[src/rtl/fnd_scan_ctrl.sv]
// fnd_scan_ctrl: binary-to-BCD conversion (sequential double-dabble) plus a
// free-running 4-digit scan that drives the FND decoder with leading-zero blanking.
//
// state    | meaning
// ---------+--------------------------------------------------------------
// ST_IDLE  | waiting for i_load; display regs hold the last converted value
// ST_SHIFT | one double-dabble step per cycle, 14 steps total
// ST_DONE  | publish the BCD scratch to the display regs in one cycle
module fnd_scan_ctrl #(
  parameter int DIV     = 100_000,
  parameter int VALUE_W = 14
) (
  input  logic               i_clk,
  input  logic               i_reset_n,
  input  logic [VALUE_W-1:0] i_value,
  input  logic               i_load,
  output logic               o_busy,
  output logic               o_ovf,
  output logic [1:0]         o_digitSelect,
  output logic [3:0]         o_bcd,
  output logic               o_en
);

  localparam int PRE_W = (DIV > 1) ? $clog2(DIV) : 1;
  localparam logic [PRE_W-1:0] PRE_TC = PRE_W'(DIV - 1);

  typedef enum logic [1:0] {ST_IDLE, ST_SHIFT, ST_DONE} state_t;

  state_t            state_q;
  logic [13:0]       bin_q;
  logic [15:0]       bcd_q;
  logic [3:0]        cnt_q;
  logic [15:0]       digits_q;
  logic              busy_q;
  logic              ovf_q;
  logic [PRE_W-1:0]  pre_q;
  logic [1:0]        idx_q;
  logic [1:0]        sel_q;
  logic [3:0]        bcd_out_q;
  logic              en_q;

  logic              value_over;
  logic [13:0]       value_sat;
  logic [15:0]       bcd_adj;
  logic [3:0]        digit_d;
  logic [15:0]       upper_d;
  logic              en_d;

  // Saturate the incoming value to the 4-digit range (compare done wide so any VALUE_W works).
  assign value_over = (32'(i_value) > 32'd9999);
  assign value_sat  = value_over ? 14'd9999 : 14'(i_value);

  // Add-3 correction on every nibble that is 5 or more before the next shift.
  always_comb begin
    bcd_adj = bcd_q;
    for (int n = 0; n < 4; n++) begin
      if (bcd_q[4*n +: 4] >= 4'd5) begin
        bcd_adj[4*n +: 4] = bcd_q[4*n +: 4] + 4'd3;
      end
    end
  end

  // Digit for the current scan slot and its blanking decision: a slot is lit when it
  // is the units digit or when it or any more significant digit is non-zero.
  always_comb begin
    digit_d = digits_q[{idx_q, 2'b00} +: 4];
    upper_d = digits_q >> {idx_q, 2'b00};
    en_d    = (idx_q == 2'd0) || (upper_d != 16'd0);
  end

  // Conversion FSM; display regs only change in ST_DONE so the scan never sees a partial value.
  always_ff @(posedge i_clk or negedge i_reset_n) begin
    if (!i_reset_n) begin
      state_q  <= ST_IDLE;
      bin_q    <= '0;
      bcd_q    <= '0;
      cnt_q    <= '0;
      digits_q <= '0;
      busy_q   <= 1'b0;
      ovf_q    <= 1'b0;
    end else begin
      case (state_q)
        ST_IDLE: begin
          if (i_load) begin
            bin_q   <= value_sat;
            bcd_q   <= '0;
            cnt_q   <= '0;
            ovf_q   <= value_over;
            busy_q  <= 1'b1;
            state_q <= ST_SHIFT;
          end
        end
        ST_SHIFT: begin
          {bcd_q, bin_q} <= {bcd_adj[14:0], bin_q, 1'b0};
          cnt_q          <= cnt_q + 4'd1;
          if (cnt_q == 4'd13) begin
            state_q <= ST_DONE;
          end
        end
        ST_DONE: begin
          digits_q <= bcd_q;
          busy_q   <= 1'b0;
          state_q  <= ST_IDLE;
        end
        default: begin
          state_q <= ST_IDLE;
          busy_q  <= 1'b0;
        end
      endcase
    end
  end

  // Free-running prescaler and digit index, plus the registered scan outputs.
  always_ff @(posedge i_clk or negedge i_reset_n) begin
    if (!i_reset_n) begin
      pre_q     <= '0;
      idx_q     <= '0;
      sel_q     <= '0;
      bcd_out_q <= '0;
      en_q      <= 1'b0;
    end else begin
      if (pre_q == PRE_TC) begin
        pre_q <= '0;
        idx_q <= idx_q + 2'd1;
      end else begin
        pre_q <= pre_q + PRE_W'(1);
      end
      sel_q     <= idx_q;
      bcd_out_q <= digit_d;
      en_q      <= en_d;
    end
  end

  assign o_busy        = busy_q;
  assign o_ovf         = ovf_q;
  assign o_digitSelect = sel_q;
  assign o_bcd         = bcd_out_q;
  assign o_en          = en_q;

endmodule
[config.mk]
export PLATFORM = sky130hd
export DESIGN_NAME = fnd_scan_ctrl
export DESIGN_NICKNAME = d
export VERILOG_FILES = /design/src/rtl/fnd_scan_ctrl.sv
export SDC_FILE = /design/constraint.sdc
export NUM_CORES = 1
export LEC_CHECK = 0
export ABC_CLOCK_PERIOD_IN_PS = 2100
export CORE_MARGIN = 4
export CORE_UTILIZATION = 55
export CTS_CLUSTER_DIAMETER = 150
export DETAILED_ROUTE_END_ITERATION = 8
export GPL_ROUTABILITY_DRIVEN = 0
export MAX_ROUTING_LAYER = met4
export PLACE_DENSITY = 0.75
export SYNTH_ARGS = -nofsm -noshare
export SYNTH_HDL_FRONTEND = slang
export SYNTH_SLANG_ARGS = --single-unit
[constraint.sdc]
create_clock -name i_clk -period 2.1 [get_ports i_clk]
set_input_delay 0.42 -clock i_clk [delete_from_list [all_inputs] [get_ports i_clk]]
set_output_delay 0.42 -clock i_clk [all_outputs]
set_load 0.01 [all_outputs]
; ---- Yosys cells after proc, flatten, opt, wreduce, memory -nomap -nowiden
; Index checks and enable logic that the tools add are counted.
[classes]
shifts = 2
bitwise_logic = 1
n_reduce_logical = 9
eq_ne = 6
addsub = 7
order_cmp = 5
mux = 17
[op_table]
columns = operator, n
row1 = 16-bit case mux with 2 select lines, 1
row2 = 14-bit two-way mux, 2
row3 = 14-bit case mux with 2 select lines, 1
row4 = "17-bit by 1-bit adder with 17-bit output, second input constant", 1
row5 = "17-bit == test, second input constant", 1
row6 = 17-bit two-way mux, 1
row7 = "4-bit by 3-bit greater-or-equal comparator with 1-bit output, second input constant", 4
row8 = 16-bit two-way mux, 1
row9 = 4-bit two-way mux, 4
row10 = 16-bit nonzero test, 1
row11 = 16-bit by 5-bit variable part select with 4-bit output, 1
row12 = 16-bit by 4-bit right shift with 16-bit output, 1
row13 = "14-bit > comparator, second input constant", 1
row14 = "4-bit by 2-bit adder with 4-bit output, second input constant", 3
row15 = 4-bit case mux with 2 select lines, 1
row16 = 2-bit AND reduction, 4
row17 = "4-bit by 1-bit adder with 4-bit output, second input constant", 1
row18 = "4-bit == test, second input constant", 1
row19 = 2-bit zero test, 2
row20 = 2-bit two-way mux, 2
row21 = "2-bit != test, second input constant", 2
row22 = 2-bit case mux with 2 select lines, 1
row23 = "3-bit by 2-bit adder with 3-bit output, second input constant", 1
row24 = 3-bit two-way mux, 1
row25 = other kinds (8), 8
[totals]
inputBits = 17
wordCells = 59
output_inout_bits = 9
regBits = 80

; ---- Logic depth before layout (Yosys ltp)
; Gate-level depths: netlist (run 1).
[logic_depth]
ltp_word = 4
depth_mapped = 6
mapped_depth_nobuf = 6

; ---- Least setup slack after synthesis (run 1)
; No wires, ideal clock.
[synth_path]
path_type = reg-to-reg
startpoint = reg idx_q[0]
endpoint = reg en_q (netlist: o_en)
stages_incl_launch_ff = 6
arrival_ns = 1.716
n_path_buf = 1
path_slack_ns = 0.245
setup_time_ns = 0.138
cell_sequence = dfrtp_1 -> clkbuf_1 -> inv_1 -> ha_1 -> or4_1 -> or4_1
[synth_between]
elab_chain_cells = 3
[synth_lines]
columns = element, line
row1 = "start, declared", 37  ; logic [1:0] idx_q;
row2 = "start signal, assigned", 124  ; idx_q <= idx_q + 2'd1;
row3 = 16-bit by 4-bit right shift with 16-bit output, 67  ; upper_d = digits_q >> {idx_q, 2'b00};
row4 = 16-bit nonzero test, 68  ; en_d = (idx_q == 2'd0) || (upper_d != 16'd0);
row5 = 1-bit logical OR *, 68
row6 = via en_d, 47  ; logic en_d;
row7 = "end signal, assigned", 130  ; en_q <= en_d;
row8 = "end, declared", 40  ; logic en_q;
; The timed path passes the listed nets; every way through them passes the cells marked *.
; A chain may end at the register's enable or synchronous reset.

; ---- Worst setup path in the final report (run 1)
[layout_path]
startpoint = reg bcd_q[4]
endpoint = reg bcd_q[6]
[layout_between]
elab_chain_cells = 3
[layout_lines]
columns = element, line
row1 = "start, declared", 31  ; logic [15:0] bcd_q;
row2 = "start signal, assigned", 94  ; {bcd_q, bin_q} <= {bcd_adj[14:0], bin_q, 1'b0};
row3 = 4-bit by 2-bit adder with 4-bit output or 4-bit by 3-bit greater-or-equal comparator with 1-bit output (tied branches), "58, 57"
row4 = 4-bit two-way mux *, 57  ; if (bcd_q[4*n +: 4] >= 4'd5) begin
row5 = 16-bit case mux with 2 select lines *, 82  ; case (state_q)
; Mark *: on every way between the ends. The rest lies on a longest branch, timed or not.

==> results.txt, run 1 <==
initial antenna violation count - 0
Cells after Synth - 338
maximum fanout along the worst path - 4
Setup Skew - 0.008757 ns
Sink Count - 80
die height - 90.67 µm
vias per cell - 5.857
Setup TNS - 0 ns
Root Driver - clkbuf_8
Final period util - 0.8084
reg-to-reg setup timing slack - 0.40 ns
Final Max Tran Viols - 0
Top Ports - 26
vias in the first global route - 2,634
Post-Syn Nets - 367
row count - 29
pwr/cell area - 1260 nW/µm²
Tot GR Track Use - 0.1924
EDFF count, synth - 0
Remaining DRCs - 0
largest net degree at the start of global routing - 42
Reg clk slew, reported paths - 0.08 ns
Crit-path slowest cell - dfrtp_1
clock latency at the later pin of the worst-skew pair - 0.35 ns
Peak Freq - 589.1 MHz
library cells used by synthesis - 48
cell family with most CP delay - compound AO/OA/AOI/OAI gates
endpoint type of the worst setup path - flop
total wire length - 6.999 mm
ys async rst share - 1.000
CP required - 2.37 ns
CTS tree - yes
cts hold-fix bufs - 0
fraction of layout cells with a size suffix above 1 - 0.1346
Detailed Route Iter0 Violations - 178
Lkg Pwr - 1.925 nW
total overflow reported by the global router - 0
Worst slew margin - 0.5321
CP Launch Type - flop
worst slew pin tran - 0.7018 ns
die area - 8220 µm²
H-tree levels - 3
via total after detailed routing - 2,671
Fillers - 494
final hold violations - 0
post-layout util - 0.6710
die width - 90.67 µm
Post-CTS Setup Bufs - 0
post-DR wirelength/cell - 15.35 µm
critical path cell sequence - inv_1 > ha_1 > nand2b_1 > a21oi_1 > mux2_2 > o21ai_0
total chip power - 5.493 mW
total core area - 6495 µm²
min-delay worst type - in -> async
run status - complete, no violations
Layout area overhead - 15.95%
Yosys reg bits - 80
Antenna diodes - 0
Post-Syn Area per Cell - 11.12 µm²
post-route minimum period - 1.698 ns
first-pass GRT wire length - 12.34 mm
Max Buffers Root-to-Sink - 2
Max rail drop VDD - 0.5756 mV
Initial DRT Pass Iterations - 7
Post-CTS Resized - 0
dominant synthesized flop cell - dfrtp_1
Setup Crit Path Kind - reg -> reg
YS warnings - 0
most frequent cells in the layout - dfrtp_1 (80), o21ai_0 (28), nand2_1 (25), clkdlybuf4s50_1 (24), nor2_1 (22)
arrival time at the worst endpoint - 1.97 ns
synthesized area - 3759 µm²
Max Cap Viol - 0
RSZ-0062 raised after global routing - false
Antenna Violating Nets Remaining - 0
Final #Nets - 403
TritonCTS Buffers - 9
WP buf/inv - 1
max incr delay on CP - 0.40 ns
Setup violations, final - 0
IO buf count - 25
commonest non-fill, non-tap cell in the layout - dfrtp_1
sequential share of the synthesized area - 0.5326
Starting Density - 0.5787
dpl hpwl - 4.986 mm
power by group:
part,switching (mW),internal [mW],total (mW)
Sequential,0.360,2.01,2.37
Combinational,0.966,0.913,1.88
Clock,0.547,0.700,1.25
synth_stat cells (3+ instances only):
cell type,number,area [µm²]
buf_2,7,35.03
nand2b_1,7,43.79
mux4_2,3,67.56
dfrtp_1,80,2002
nand3_1,10,50.05
inv_1,20,75.07
nand4_1,7,43.79
nor4_1,3,18.77
clkbuf_1,3,11.26
o22ai_1,10,62.56
xor2_1,7,61.31
o21ai_1,5,25.02
a22oi_1,5,37.54
nand2_1,25,93.84
mux2_2,12,135.1
a21oi_1,11,55.05
o21ai_0,28,140.1
nor3_1,3,15.01
a32o_1,4,40.04
nor2_1,22,82.58
xnor2_1,14,122.6
o31ai_1,4,30.03
o32ai_1,3,26.28
ha_1,12,150.1
metrics by stage:
| step | hold WS (ns) | std cells | area (µm²) | worst slack (ns) |
|---|---|---|---|---|
| 6_report | 0.04205 | 456 | 4358 | 0.4025 |
| 4_1_cts | 0.04657 | 456 | 4358 | 0.3791 |
| 3_3_place_gp | 0.4216 | 440 | 4136 | 0.2183 |
| 2_1_floorplan | 0.1244 | 338 | 3759 | 0.2450 |
| 3_5_place_dp | 0.4280 | 440 | 4136 | 0.1511 |
| 5_1_grt | 0.06907 | 456 | 4358 | 0.2335 |
routing by layer:
metal / global-route usage / vias up / wire length, µm
met5: - / - / 0
met4: 0.07653 / 0 / 78
met3: 0.04167 / 12 / 293
met2: 0.2891 / 54 / 3327
met1: 0.2558 / 1312 / 3300
li1: - / 1293 / -
worst paths after layout:
path                                            from                   end  depth (start not counted)
worst max-delay path            bcd_q[4]$_DFFE_PN0P_  bcd_q[6]$_DFFE_PN0P_                          6
min in group i_clk                o_busy$_DFFE_PN0P_    o_busy$_DFFE_PN0P_                          1
worst min register to register    o_busy$_DFFE_PN0P_    o_busy$_DFFE_PN0P_                          1
worst max register to register  bcd_q[4]$_DFFE_PN0P_  bcd_q[6]$_DFFE_PN0P_                          6
max in group asynchronous                  i_reset_n  bin_q[7]$_DFFE_PN0P_                          2
worst min-delay path                       i_reset_n   pre_q[13]$_DFF_PN0_                          1
worst register-to-register path, stage by stage, from the launching register on:
cell and delay (ns):
dfrtp_1 0.40, inv_1 0.15, ha_1 0.22, nand2b_1 0.07
a21oi_1 0.28, mux2_2 0.37, o21ai_0 0.14
area by class of cell:
type,instances,area [µm²],area share
clock inverters,5,80.08,0.01837
clock buffers,11,141.4,0.03244
inverters,20,75.07,0.01723
flip-flops and latches,80,2002,0.4594
well taps,77,96.34,0.02211
repair buffers,38,357.8,0.08211
multi-input cells,225,1605,0.3684
cells by family (layout without fill, tap and decap cells):
kind of cell | Yosys count | in the layout | share of synthesized area
simple gates | 95 | 95 | 0.1398
compound gates | 80 | 80 | 0.1348
flops | 80 | 80 | 0.5326
buf+inv | 33 | 74 | 0.04028
xor+xnor | 21 | 21 | 0.04894
mux | 17 | 17 | 0.06358
fa+ha+maj | 12 | 12 | 0.03995
registers in the layout, indices dropped and copies added, names as in the netlist:
register and count:
o_bcd 4, o_busy 1, pre_q 17, o_ovf 1, o_digitSelect 2, bcd_q 16, digits_q 16, o_en 1
bin_q 14, idx_q 2, cnt_q 4, state_q 2
(Power assumes the default switching activity.)
==> inputs of run 2 (changes only) <==
- ABC_CLOCK_PERIOD_IN_PS: 2100 -> 1600
- clock period: 2.1 -> 1.6 ns (I/O delays scaled with it)
==> results.txt, run 2 (synthesis results as in run 1) <==
run status - complete, no violations (unchanged)
Setup Crit Path Kind - reg -> out (was reg -> reg)
Layout area overhead - 21.24% (was 15.95%)
Final period util - 0.9688
first-pass GRT wire length - 12.85 mm (was 12.34 mm)
dpl hpwl - 5.445 mm (was 4.986 mm)
Remaining DRCs - 0 (unchanged)
CP Launch Type - flop (unchanged)
Lkg Pwr - 2.046 nW (was 1.925 nW)
total wire length - 7.492 mm (was 6.999 mm)
maximum fanout along the worst path - 2 (was 4)
Setup violations, final - 0 (unchanged)
Top Ports - 26 (unchanged)
Max Buffers Root-to-Sink - 2 (unchanged)
Peak Freq - 645.1 MHz
pwr/cell area - 1604 nW/µm² (was 1260 nW/µm²)
Worst slew margin - 0.6250 (was 0.5321)
Max rail drop VDD - 0.9649 mV (was 0.5756 mV)
die area - 8220 µm² (unchanged)
TritonCTS Buffers - 9 (unchanged)
largest net degree at the start of global routing - 29 (was 42)
vias in the first global route - 2,768 (was 2,634)
Starting Density - 0.5787 (unchanged)
Design Area, Final - 4557 µm² (was 4358 µm²)
R2R cell count - 6 (unchanged)
clock latency at the later pin of the worst-skew pair - 0.34 ns (was 0.35 ns)
Crit-path slowest cell - clkdlybuf4s50_1 (was dfrtp_1)
worst slew pin tran - 0.5625 ns (was 0.7018 ns)
IO buf count - 25 (unchanged)
CTS tree - yes (unchanged)
reg-to-reg setup timing slack - 0.06 ns (was 0.40 ns)
final hold violations - 0 (unchanged)
most frequent cells in the layout - dfrtp_1 (80), buf_4 (43), o21ai_0 (27), nand2_1 (25), clkdlybuf4s50_1 (24) (was dfrtp_1 (80), o21ai_0 (28), nand2_1 (25), clkdlybuf4s50_1 (24), nor2_1 (22))
commonest non-fill, non-tap cell in the layout - dfrtp_1 (unchanged)
Root Driver - clkbuf_8 (unchanged)
via total after detailed routing - 2,798 (was 2,671)
Tot GR Track Use - 0.1994 (was 0.1924)
arrival time at the worst endpoint - 1.23 ns (was 1.97 ns)
Clk pwr share - 0.176 (was 0.227)
Antenna diodes - 0 (unchanged)
Int Power - 4.747 mW (was 3.620 mW)
Antenna Violating Nets Remaining - 0 (unchanged)
Max Cap Viol - 0 (unchanged)
critical path cell sequence - clkdlybuf4s50_1 (was inv_1 > ha_1 > nand2b_1 > a21oi_1 > mux2_2 > o21ai_0)
met3 routed wirelength - 254 µm (was 293 µm)
Reg clk slew, reported paths - 0.08 ns (about the same)
Regs by FF count - pre_q x17, bcd_q x16, digits_q x16 (unchanged)
M1 WL - 3.541 mm (was 3.300 mm)
max incr delay on CP - 0.54 ns (was 0.40 ns)
endpoint type of the worst setup path - primary output (was flop)
DP Area - 4339 µm² (was 4136 µm²)
top sig layer - met4 (unchanged)
Final Max Tran Viols - 0 (unchanged)
cell family with most CP delay - buffers and inverters (was compound AO/OA/AOI/OAI gates)
reg2reg start - bcd_q[8]$_DFFE_PN0P_ (was bcd_q[4]$_DFFE_PN0P_)
Detailed Route Iter0 Violations - 152 (was 178)
Final #Nets - 434 (was 403)
Setup Skew - 0.007297 ns (was 0.008757 ns)
initial antenna violation count - 0 (unchanged)
post-DR wirelength/cell - 15.48 µm (was 15.35 µm)
min-delay worst type - in -> async (unchanged)
CP required - 1.28 ns (was 2.37 ns)
total overflow reported by the global router - 0 (unchanged)
Gate power share - 0.396 (was 0.342)
Sink Count - 80 (unchanged)
total core area - 6495 µm² (unchanged)
row count - 29 (unchanged)
Largest register FFs - 17 (unchanged)
WP buf/inv - 1 (unchanged)
H-tree levels - 3 (unchanged)
met2 wire len - 3.616 mm (was 3.327 mm)
die width - 90.67 µm (unchanged)
die height - 90.67 µm (unchanged)
smallest hold slack - 0.4383 ns (was 0.04205 ns)
sw power - 2.561 mW (was 1.873 mW)
largest reg by FF count - pre_q (unchanged)
RSZ-0062 raised after global routing - false (unchanged)
Sw Share - 0.3505 (was 0.3409)
Critical R2R Capture - bcd_q[10]$_DFFE_PN0P_ (was bcd_q[6]$_DFFE_PN0P_)
Reg power frac - 0.428 (was 0.431)
post-route minimum period - 1.550 ns
Initial DRT Pass Iterations - 4 (was 7)
fraction of layout cells with a size suffix above 1 - 0.2211 (was 0.1346)
vias per cell - 5.781 (was 5.857)
-- run 2: changes by cell type in the layout (fill, tap and decap cells not counted), sizes merged --
| cell | change |
|---|---|
| bufinv | -2 |
| dlygate4sd3 | +1 |
| clkinvlp | -2 |
| buf | +30 |
| clkbuf | +1 |
-- run 2: power by group through the flow --
stage / clock network (mW) / logic (mW) / registers, mW
after global placement: 0 / 2.71 / 3.11
after detailed placement: 0 / 2.82 / 3.14
after CTS: 1.30 / 2.85 / 3.10
after global routing: 1.38 / 3.22 / 3.21
final: 1.28 / 2.90 / 3.13
after floorplan: 0 / 1.84 / 3.01
-- run 2: how the worst max path moves through the flow --
stage,startpoint,to,slack (ns),cells past startpoint
floorplan,idx_q[0]$_DFFE_PN0N_,o_en$_DFF_PN0_,-0.05,5
global placement,i_load,bin_q[5]$_DFFE_PN0P_,-0.15,5
detailed placement,i_load,bin_q[5]$_DFFE_PN0P_,-0.17,5
CTS,bcd_q[9]$_DFFE_PN0P_,bcd_q[10]$_DFFE_PN0P_,0.007,6
global route,o_ovf$_DFFE_PN0P_,o_ovf,0.002,1
finish,o_ovf$_DFFE_PN0P_,o_ovf,0.05,1
-- run 2: area by class of cell --
type	count	area (µm²)
Fill cell	488	1938
Multi-Input combinational cell	225	1630
Timing Repair Buffer	69	593.1
Inverter	20	75.07
Sequential cell	80	2002
Tap cell	77	96.34
Clock buffer	12	155.1
Clock inverter	1	5.005
-- run 2: timing repair --
item,in CTS,in global routing
endpoints found under the hold margin,25,0
endpoints found under the setup margin,0,11
hold buffers,1,0
gates resized for setup,0,12
buffers inserted,0,3
-- run 2: routing by layer --
| layer | vias to the layer above | GRT usage |
|---|---|---|
| met5 | - | - |
| met4 | 0 | 0.05612 |
| met3 | 7 | 0.04333 |
| met2 | 52 | 0.3206 |
| met1 | 1388 | 0.2562 |
| li1 | 1351 | - |
-- run 2: through the flow --
step	setup slack [ns]	utilization	TNS (ns)	power, mW	std cells
after CTS	0.007412	0.6943	0	7.245	481
after global placement	-0.1506	0.6681	-1.491	5.817	467
after global routing	0.001534	0.7016	0	7.814	484
after detailed placement	-0.1744	0.6681	-2.318	5.957	467
final	0.04987	0.7016	0	7.308	484
after floorplan	-0.05246	-	-0.05246	4.852	338
